**config.mk**
```make
export PLATFORM = sky130hd
export DESIGN_NAME = step_input_conditioner
export DESIGN_NICKNAME = d
export VERILOG_FILES = /design/src/rtl/step_input_conditioner.sv
export SDC_FILE = /design/constraint.sdc
export NUM_CORES = 1
export LEC_CHECK = 0
export CAP_MARGIN = 15
export CORE_MARGIN = 1
export CORE_UTILIZATION = 57
export DETAILED_ROUTE_END_ITERATION = 12
export GPL_TIMING_DRIVEN = 0
export PLACE_DENSITY = 0.79
export SLEW_MARGIN = 20
export SYNTH_ARGS = -nofsm -noshare
export SYNTH_HDL_FRONTEND = slang
export SYNTH_SLANG_ARGS = --single-unit
```
**constraint.sdc**
```tcl
create_clock -name clk -period 4.7 [get_ports clk]
set_clock_uncertainty 0.1 [all_clocks]
set_input_delay 0.94 -clock clk [delete_from_list [all_inputs] [get_ports clk]]
set_output_delay 0.94 -clock clk [all_outputs]
set_load 0.02 [all_outputs]
```
**src/rtl/step_input_conditioner.sv**
```systemverilog
// step_input_conditioner
//   Turns the raw board pushbutton and slide switch into clean, clock-synchronous
//   stimulus for the downstream sequence machine. Both inputs are synchronised and
//   debounced. A press gives a single-cycle step pulse, and holding the button can
//   auto-repeat. The debounced switch value is latched on every step.
//
// Ports
//   clk         system clock, all logic on posedge
//   reset       asynchronous, active-low reset
//   btn_raw     raw pushbutton (active-high, asynchronous, bouncy)
//   sw_raw      raw slide switch (asynchronous, bouncy)
//   step        registered one-cycle advance pulse
//   in_bit      debounced switch value captured on each step, held between steps
//   btn_level   debounced button level (LED drive)
//   step_count  number of steps issued, modulo 256
//
// Step FSM
//   state  | meaning
//   IDLE   | button released; the next debounced press issues a step
//   HELD   | button held after the press step; waiting REPEAT_DELAY for the first repeat
//   REPEAT | button still held; a step is issued every REPEAT_PERIOD cycles
module step_input_conditioner #(
  parameter int SYNC_STAGES     = 2,
  parameter int DEBOUNCE_CYCLES = 16,
  parameter int REPEAT_EN       = 1,
  parameter int REPEAT_DELAY    = 32,
  parameter int REPEAT_PERIOD   = 8
) (
  input  logic       clk,
  input  logic       reset,
  input  logic       btn_raw,
  input  logic       sw_raw,
  output logic       step,
  output logic       in_bit,
  output logic       btn_level,
  output logic [7:0] step_count
);

  localparam int DBW     = $clog2(DEBOUNCE_CYCLES);
  localparam int RC_SPAN = (REPEAT_DELAY > REPEAT_PERIOD) ? REPEAT_DELAY : REPEAT_PERIOD;
  localparam int RCW     = $clog2(RC_SPAN);

  localparam logic [DBW-1:0] DB_LAST     = DBW'(DEBOUNCE_CYCLES - 1);
  localparam logic [RCW-1:0] DELAY_LAST  = RCW'(REPEAT_DELAY - 1);
  localparam logic [RCW-1:0] PERIOD_LAST = RCW'(REPEAT_PERIOD - 1);

  typedef enum logic [1:0] {
    IDLE   = 2'd0,
    HELD   = 2'd1,
    REPEAT = 2'd2
  } state_t;

  // Channel 0 is the button, channel 1 the switch.
  logic [1:0] raw_in;
  logic [1:0] db_q;
  logic       db_btn;
  logic       db_sw;

  assign raw_in = {sw_raw, btn_raw};

  for (genvar g = 0; g < 2; g++) begin : g_db
    logic [SYNC_STAGES-1:0] sync_q;
    logic [DBW-1:0]         cnt_q;
    logic                   stable_q;

    // The counter tracks consecutive cycles the synchronised input disagrees
    // with the stable value; any agreeing cycle restarts it, so short glitches
    // never reach the terminal count.
    always_ff @(posedge clk or negedge reset) begin
      if (!reset) begin
        sync_q   <= '0;
        cnt_q    <= '0;
        stable_q <= 1'b0;
      end else begin
        sync_q <= {sync_q[SYNC_STAGES-2:0], raw_in[g]};
        if (sync_q[SYNC_STAGES-1] == stable_q) begin
          cnt_q <= '0;
        end else if (cnt_q == DB_LAST) begin
          stable_q <= sync_q[SYNC_STAGES-1];
          cnt_q    <= '0;
        end else begin
          cnt_q <= cnt_q + 1'b1;
        end
      end
    end

    assign db_q[g] = stable_q;
  end

  assign db_btn    = db_q[0];
  assign db_sw     = db_q[1];
  assign btn_level = db_btn;

  state_t         state_q, state_d;
  logic [RCW-1:0] rc_q, rc_d;
  logic           step_d;

  // Release is tested before the repeat terminal count, so a release landing on
  // the same cycle as a due repeat suppresses that step.
  always_comb begin
    state_d = state_q;
    rc_d    = rc_q;
    step_d  = 1'b0;
    case (state_q)
      IDLE: begin
        if (db_btn) begin
          step_d  = 1'b1;
          rc_d    = '0;
          state_d = HELD;
        end
      end
      HELD: begin
        if (!db_btn) begin
          state_d = IDLE;
        end else if ((REPEAT_EN != 0) && (rc_q == DELAY_LAST)) begin
          step_d  = 1'b1;
          rc_d    = '0;
          state_d = REPEAT;
        end else if (rc_q != DELAY_LAST) begin
          // With repeat disabled the count parks at the delay terminal value.
          rc_d = rc_q + 1'b1;
        end
      end
      REPEAT: begin
        if (!db_btn) begin
          state_d = IDLE;
        end else if (rc_q == PERIOD_LAST) begin
          step_d = 1'b1;
          rc_d   = '0;
        end else begin
          rc_d = rc_q + 1'b1;
        end
      end
      default: begin
        state_d = IDLE;
        rc_d    = '0;
      end
    endcase
  end

  // in_bit samples db_sw on the same edge that registers the step, so a switch
  // change landing on that edge is not seen until the next step.
  always_ff @(posedge clk or negedge reset) begin
    if (!reset) begin
      state_q    <= IDLE;
      rc_q       <= '0;
      step       <= 1'b0;
      in_bit     <= 1'b0;
      step_count <= 8'd0;
    end else begin
      state_q <= state_d;
      rc_q    <= rc_d;
      step    <= step_d;
      if (step_d) begin
        in_bit     <= db_sw;
        step_count <= step_count + 8'd1;
      end
    end
  end

endmodule

```
* After elaboration in Yosys (flattened, before gate mapping)
Index checks and enable logic that the tools add are counted.
** Operators by class
- Add/sub/neg operators :: 4
- Eq/ne operators :: 15
- Muxes and demuxes :: 22
- Bitwise operators :: 2
- Reduce and logical (&&, ||, !) cells :: 5
** Operator list (count)
- $mux 5 :: 6
- $mux 4 :: 4
- $pmux 5 s3 :: 1
- $add 4x1->4 const B :: 2
- $add 8x1->8 const B :: 1
- $eq 4x4->1 const B :: 2
- $mux 2 :: 4
- $ne 2x2->1 const B :: 4
- $ne 3x3->1 const B :: 2
- $pmux 2 s3 :: 1
- $add 5x1->5 const B :: 1
- $eq 5x3->1 const B :: 1
- $eq 5x5->1 const B :: 1
- $mux 1 :: 5
- $ne 5x5->1 const B :: 1
- $reduce_and 2->1 :: 2
- $reduce_and 4->1 :: 1
- $pmux 1 s3 :: 1
- $reduce_and 3->1 :: 1
- $eq 1x1->1 :: 2
- $eq 2x1->1 const B :: 1
- $eq 2x2->1 const B :: 1
- $logic_not 2->1 :: 1
- $not 1->1 :: 2
** Storage, ports and cells
- Register bits after elaboration :: 31
- Input port bits :: 4

* Logic depth before layout (Yosys ltp)
- Depth after elaboration :: 5
- Gate-level depth with buffers :: 7
- Depth with buffers taken out :: 7

* Worst setup path before layout
OpenSTA, ideal clock, no wires.
- Kind :: flip-flop to flip-flop
- From :: register rc_q[0]
- To :: register in_bit
- Arrival :: 1.925 ns
- Required time :: 4.475 ns
- Path slack :: 2.550 ns
- Cell stages (with the launch flop) :: 8
- Path through :: dfrtp_1 ha_1 and3_1 ha_1 and3b_1 a311oi_4 nor2b_4 mux2_4
** Between the ends
- Longest elaborated chain between the ends :: 4
- Elaborated cells between the ends (all ways) :: 7
- Classes of those cells :: eq/ne (2); mux (5)
** RTL lines
- start: declaration :: line 95 : logic [RCW-1:0] rc_q, rc_d;
- start signal: assignment :: line 152 : rc_q <= rc_d;
- $eq 5x3->1 / $eq 5x5->1 (equally long branches) :: line 127, 115
- $mux 1 (on tied branches) :: line 127, 115
- $mux 1 (on tied branches) :: line 125, 113
- $pmux 1 s3 (*) :: line 104 : case (state_q)
- net step_d :: line 96 : logic step_d;
- end signal: assignment :: line 155 : in_bit <= db_sw;
- end: declaration :: line 34 : output logic in_bit,
Mark *: on every way through the listed nets, which the timed path passes. The rest lies on a longest branch.
A chain may end at the register's enable or synchronous reset.

* Worst setup path after layout
- From :: register step_count[3]
- To :: output port step_count[3]
** RTL lines
- start: declaration :: line 36 : output logic [7:0] step_count
- start signal: assignment :: line 156 : step_count <= step_count + 8'd1;
No word-level cell between the ends.

==> impl_metrics.prom <==
# TYPE chip_impl_metric gauge
chip_impl_metric{name="clk_pin_slew",unit="ns"} 0.10
chip_impl_info{name="slowest_stage",value="sky130_fd_sc_hd__clkdlybuf4s50_1"} 1
chip_impl_info{name="grt_setup_unrepaired",value="false"} 1
chip_impl_metric{name="clock_power_share",unit="%"} 36.5
chip_impl_metric{name="grt_overflow",unit=""} 0
chip_impl_metric{name="achievable-frequency",unit="GHz"} 0.406
chip_impl_info{name="crit_path_start_kind",value="register"} 1
chip_impl_metric{name="maxSlewHeadroom",unit="%"} 55.2
chip_impl_metric{name="ys_types",unit=""} 37
chip_impl_metric{name="stdcell_area",unit="sq mm"} 0.00178
chip_impl_metric{name="detailedRoute.firstPassIterationCount",unit=""} 4
chip_impl_metric{name="post_detailed_route_wirelength_per_cell",unit="microns"} 14.3
chip_impl_metric{name="drt.antenna.violating_nets",unit=""} 0
chip_impl_metric{name="power",unit="mW"} 0.711
chip_impl_metric{name="cts.htree.levels",unit=""} 2
chip_impl_metric{name="critical_path_required",unit="ns"} 3.66
chip_impl_metric{name="post-cts-setup-buffer-count",unit=""} 0
chip_impl_metric{name="avgSynthCellArea",unit="sq um"} 12.0
chip_impl_metric{name="vdd.ir_drop.worst",unit="mV"} 0.378
chip_impl_metric{name="sequential_element_share_of_the_synthesized_area",unit="%"} 51.5
chip_impl_metric{name="grt_pass1_wl",unit="microns"} 4180
chip_impl_metric{name="final_layout_size_suffix_gt1_share",unit="%"} 10.9
chip_impl_metric{name="grt_antenna_before_repair",unit=""} 0
chip_impl_metric{name="finish.net_count",unit=""} 161
chip_impl_info{name="status",value="finished clean"} 1
chip_impl_metric{name="detailroute.via_count",unit=""} 979
chip_impl_info{name="clock_tree.root_cell",value="sky130_fd_sc_hd__clkbuf_4"} 1
chip_impl_metric{name="core.rowCount",unit=""} 18
chip_impl_metric{name="numClockSinks",unit=""} 31
chip_impl_metric{name="power_per_cell_area",unit="mW/mm^2"} 400
chip_impl_metric{name="dp.final_hpwl",unit="microns"} 1750
chip_impl_info{name="worst_setup_end_kind",value="output pin"} 1
chip_impl_metric{name="area_growth_syn_to_layout",unit="%"} 18.2
chip_impl_info{name="tritoncts",value="built"} 1
chip_impl_info{name="min_path_type",value="register to register"} 1
chip_impl_metric{name="totalNegativeSetupSlack",unit="ns"} 0
chip_impl_metric{name="drt_drc_violations_left",unit=""} 0
chip_impl_metric{name="power.leakage",unit="nW"} 0.841
chip_impl_info{name="worstPathCellList",value="clkdlybuf4s50_1"} 1
chip_impl_metric{name="maxCapViolCount",unit=""} 0
chip_impl_metric{name="total_switching_power",unit="mW"} 0.194
chip_impl_metric{name="clock_insertion_delay_worst_skew",unit="ns"} 0.34
chip_impl_metric{name="cp.arrival",unit="ns"} 1.42
chip_impl_metric{name="internal-power",unit="mW"} 0.517
chip_impl_metric{name="holdBufCountCts",unit=""} 0
chip_impl_metric{name="combinational_power_share",unit="%"} 21.1
chip_impl_metric{name="chip_height",unit="microns"} 53.4
chip_impl_metric{name="worst_path_largest_cell_delay",unit="ns"} 0.64
chip_impl_metric{name="cts_made_buffers",unit=""} 5
chip_impl_metric{name="die_width",unit="microns"} 53.4
chip_impl_metric{name="core_area",unit="sq mm"} 0.00248
chip_impl_metric{name="worstPathBufferInverterCount",unit=""} 1
chip_impl_metric{name="netSwitchingFraction",unit="%"} 27.3
chip_impl_metric{name="synthCells",unit=""} 125
chip_impl_metric{name="diodes",unit=""} 0
chip_impl_metric{name="viasPerCell",unit=""} 5.53
chip_impl_metric{name="report.final.slew_viol_count",unit=""} 0
chip_impl_metric{name="port_buffers",unit=""} 14
chip_impl_metric{name="cts-root-to-sink-buffers",unit=""} 2
chip_impl_info{name="cell_type_group_with_the_largest_total_delay_on_the_critical_path",value="buffers and inverters"} 1
chip_impl_metric{name="floorplan.initialDensity",unit="%"} 60.8
chip_impl_metric{name="pin_count_of_the_biggest_net_entering_global_routing",unit=""} 32
chip_impl_metric{name="net_count_after_synthesis",unit=""} 140
chip_impl_metric{name="grt_pass1_vias",unit=""} 997
chip_impl_metric{name="yosys_warnings",unit=""} 0
chip_impl_metric{name="placed_cell_area",unit="sq mm"} 0.00168
chip_impl_metric{name="grt_util_all_layers",unit="%"} 21.4
chip_impl_metric{name="timing.final.setup_violations",unit=""} 0
chip_impl_metric{name="cp_max_fo",unit=""} 6
chip_impl_info{name="criticalPathCategory",value="register to output pin"} 1
chip_impl_metric{name="period_minus_slack",unit="ns"} 2.46
chip_impl_metric{name="die-area",unit="sq mm"} 0.00285
chip_impl_metric{name="min_period_over_period",unit="%"} 52.4
chip_impl_metric{name="number_of_synthesized_register_bits",unit=""} 31
chip_impl_metric{name="final_core_density",unit="%"} 71.8
chip_impl_metric{name="hold_violations",unit=""} 0
chip_impl_metric{name="cts_resized",unit=""} 0
chip_impl_metric{name="timing_worst_slew_pin_value",unit="ns"} 0.672
chip_impl_metric{name="seq_power_share",unit="%"} 42.4
chip_impl_metric{name="starting_drc_count_in_detailed_routing",unit=""} 7
chip_impl_metric{name="syn_area",unit="sq mm"} 0.00151
chip_impl_metric{name="postRouteWirelength",unit="microns"} 2540
chip_impl_metric{name="design.portCount",unit=""} 15
chip_impl_metric{name="gpl.final_weighted_congestion",unit=""} 0.836
[power by group through the flow]
stage	combinational, mW	clock, mW	sequential, mW
3_5_place_dp	0.149	0	0.307
3_3_place_gp	0.143	0	0.305
6_report	0.150	0.260	0.302
2_1_floorplan	0.118	0	0.303
4_1_cts	0.150	0.263	0.302
5_1_grt	0.166	0.277	0.305
[logic make-up (layout without fill, tap and decap cells)]
family          after synthesis  after routing  share of synthesized area [%]
buf+inv                       8             30                           2.00
mux                           7              7                           5.65
compound gates               21             21                           10.8
flops                        31             31                           51.5
simple gates                 36             36                           14.5
xor+xnor                     11             11                           6.40
fa+ha+maj                    11             11                           9.14
[routing by layer]
layer  part of all wire, %  vias to the layer above  GRT usage, %
li1                      -                      486             -
met1                    45                      471          24.4
met3                   3.9                        6          8.62
met5                     0                        -             0
met4                   1.6                        0          9.21
met2                    50                       16          35.0
[cell type report]
type	count	area (sq um)
sequential	31	776
multi-input combinational	86	699
fill	182	698
timing repair buffer	14	135
clock inverter	2	60.1
clock buffer	6	41.3
tap	30	37.5
inverter	7	26.3
buffer	1	3.75
[per-stage QoR]
stage          hold WS, ns  setup WS (ns)  std cells
2_1_floorplan        0.231           2.55        125
3_3_place_gp         0.233           2.09        169
3_5_place_dp         0.242           2.37        169
4_1_cts              0.264           2.24        177
5_1_grt              0.271           2.18        177
6_report             0.259           2.24        177
[registers in the layout, indices dropped and copies added, names as in the netlist]
signal / cells
g_db.cnt_q: 8
step_count: 8
rc_q: 5
g_db.sync_q: 4
state_q: 2
btn_level: 1
db_sw: 1
in_bit: 1
step: 1
[synthesized netlist by cell type, drive strengths merged]
cell type / count / area, sq um
nand3b: 1 / 7.51
nor2b: 6 / 45.0
nand2: 3 / 11.3
o2111ai: 1 / 8.76
a22o: 3 / 26.3
inv: 7 / 26.3
o22ai: 1 / 6.26
a21boi: 1 / 7.51
mux2i: 1 / 10.0
nor3b: 2 / 15.0
o21bai: 1 / 7.51
and4bb: 1 / 12.5
nand3: 3 / 15.0
o211ai: 1 / 7.51
and4b: 1 / 10.0
o21ai: 4 / 20.0
xnor2: 5 / 43.8
a2bb2oi: 1 / 8.76
ha: 11 / 138
and2: 1 / 6.26
nand4b: 2 / 17.5
clkbuf: 1 / 3.75
dfrtp: 31 / 776
mux2: 6 / 75.1
a21oi: 5 / 25.0
and3b: 1 / 8.76
and3: 1 / 6.26
xor2: 6 / 52.6
a311oi: 1 / 26.3
nor2: 9 / 33.8
a32o: 1 / 10.0
nor3: 2 / 10.0
nand4: 3 / 18.8
o2bb2ai: 1 / 8.76
[worst paths after layout]
path                            slack [ns]  cells past startpoint               from                end
worst max-delay path                  2.24                      1      step_count[3]      step_count[3]
worst min-delay path                  0.26                      0  g_db[1].sync_q[0]  g_db[1].sync_q[1]
worst max register to register        2.36                      7            rc_q[0]      step_count[1]
worst min register to register        0.26                      0  g_db[1].sync_q[0]  g_db[1].sync_q[1]
max in group asynchronous             3.53                      1              reset            rc_q[3]
min in group asynchronous             0.52                      1              reset   g_db[1].cnt_q[3]
[layout by cell type, fill, tap and decap left out, types with 2 or more instances in the layout]
cell | Yosys | layout
sky130_fd_sc_hd__dfrtp_1 | 31 | 31
sky130_fd_sc_hd__nor3_1 | 2 | 2
sky130_fd_sc_hd__nand4b_1 | 2 | 2
sky130_fd_sc_hd__nand2_1 | 3 | 3
sky130_fd_sc_hd__mux2_2 | 3 | 3
sky130_fd_sc_hd__nor2_1 | 9 | 9
sky130_fd_sc_hd__clkbuf_4 | 0 | 5
sky130_fd_sc_hd__mux2_4 | 2 | 2
sky130_fd_sc_hd__clkbuf_1 | 1 | 2
sky130_fd_sc_hd__nand3_1 | 3 | 3
sky130_fd_sc_hd__nand4_1 | 3 | 3
sky130_fd_sc_hd__xor2_1 | 6 | 6
sky130_fd_sc_hd__bufinv_16 | 0 | 2
sky130_fd_sc_hd__ha_1 | 11 | 11
sky130_fd_sc_hd__clkdlybuf4s50_1 | 0 | 13
sky130_fd_sc_hd__nor3b_1 | 2 | 2
sky130_fd_sc_hd__inv_1 | 7 | 7
sky130_fd_sc_hd__xnor2_1 | 5 | 5
sky130_fd_sc_hd__o21ai_0 | 4 | 4
sky130_fd_sc_hd__nor2b_1 | 5 | 5
sky130_fd_sc_hd__a22o_1 | 3 | 3
sky130_fd_sc_hd__a21oi_1 | 5 | 5
No activity file was read; power rests on OpenSTA's default activity.
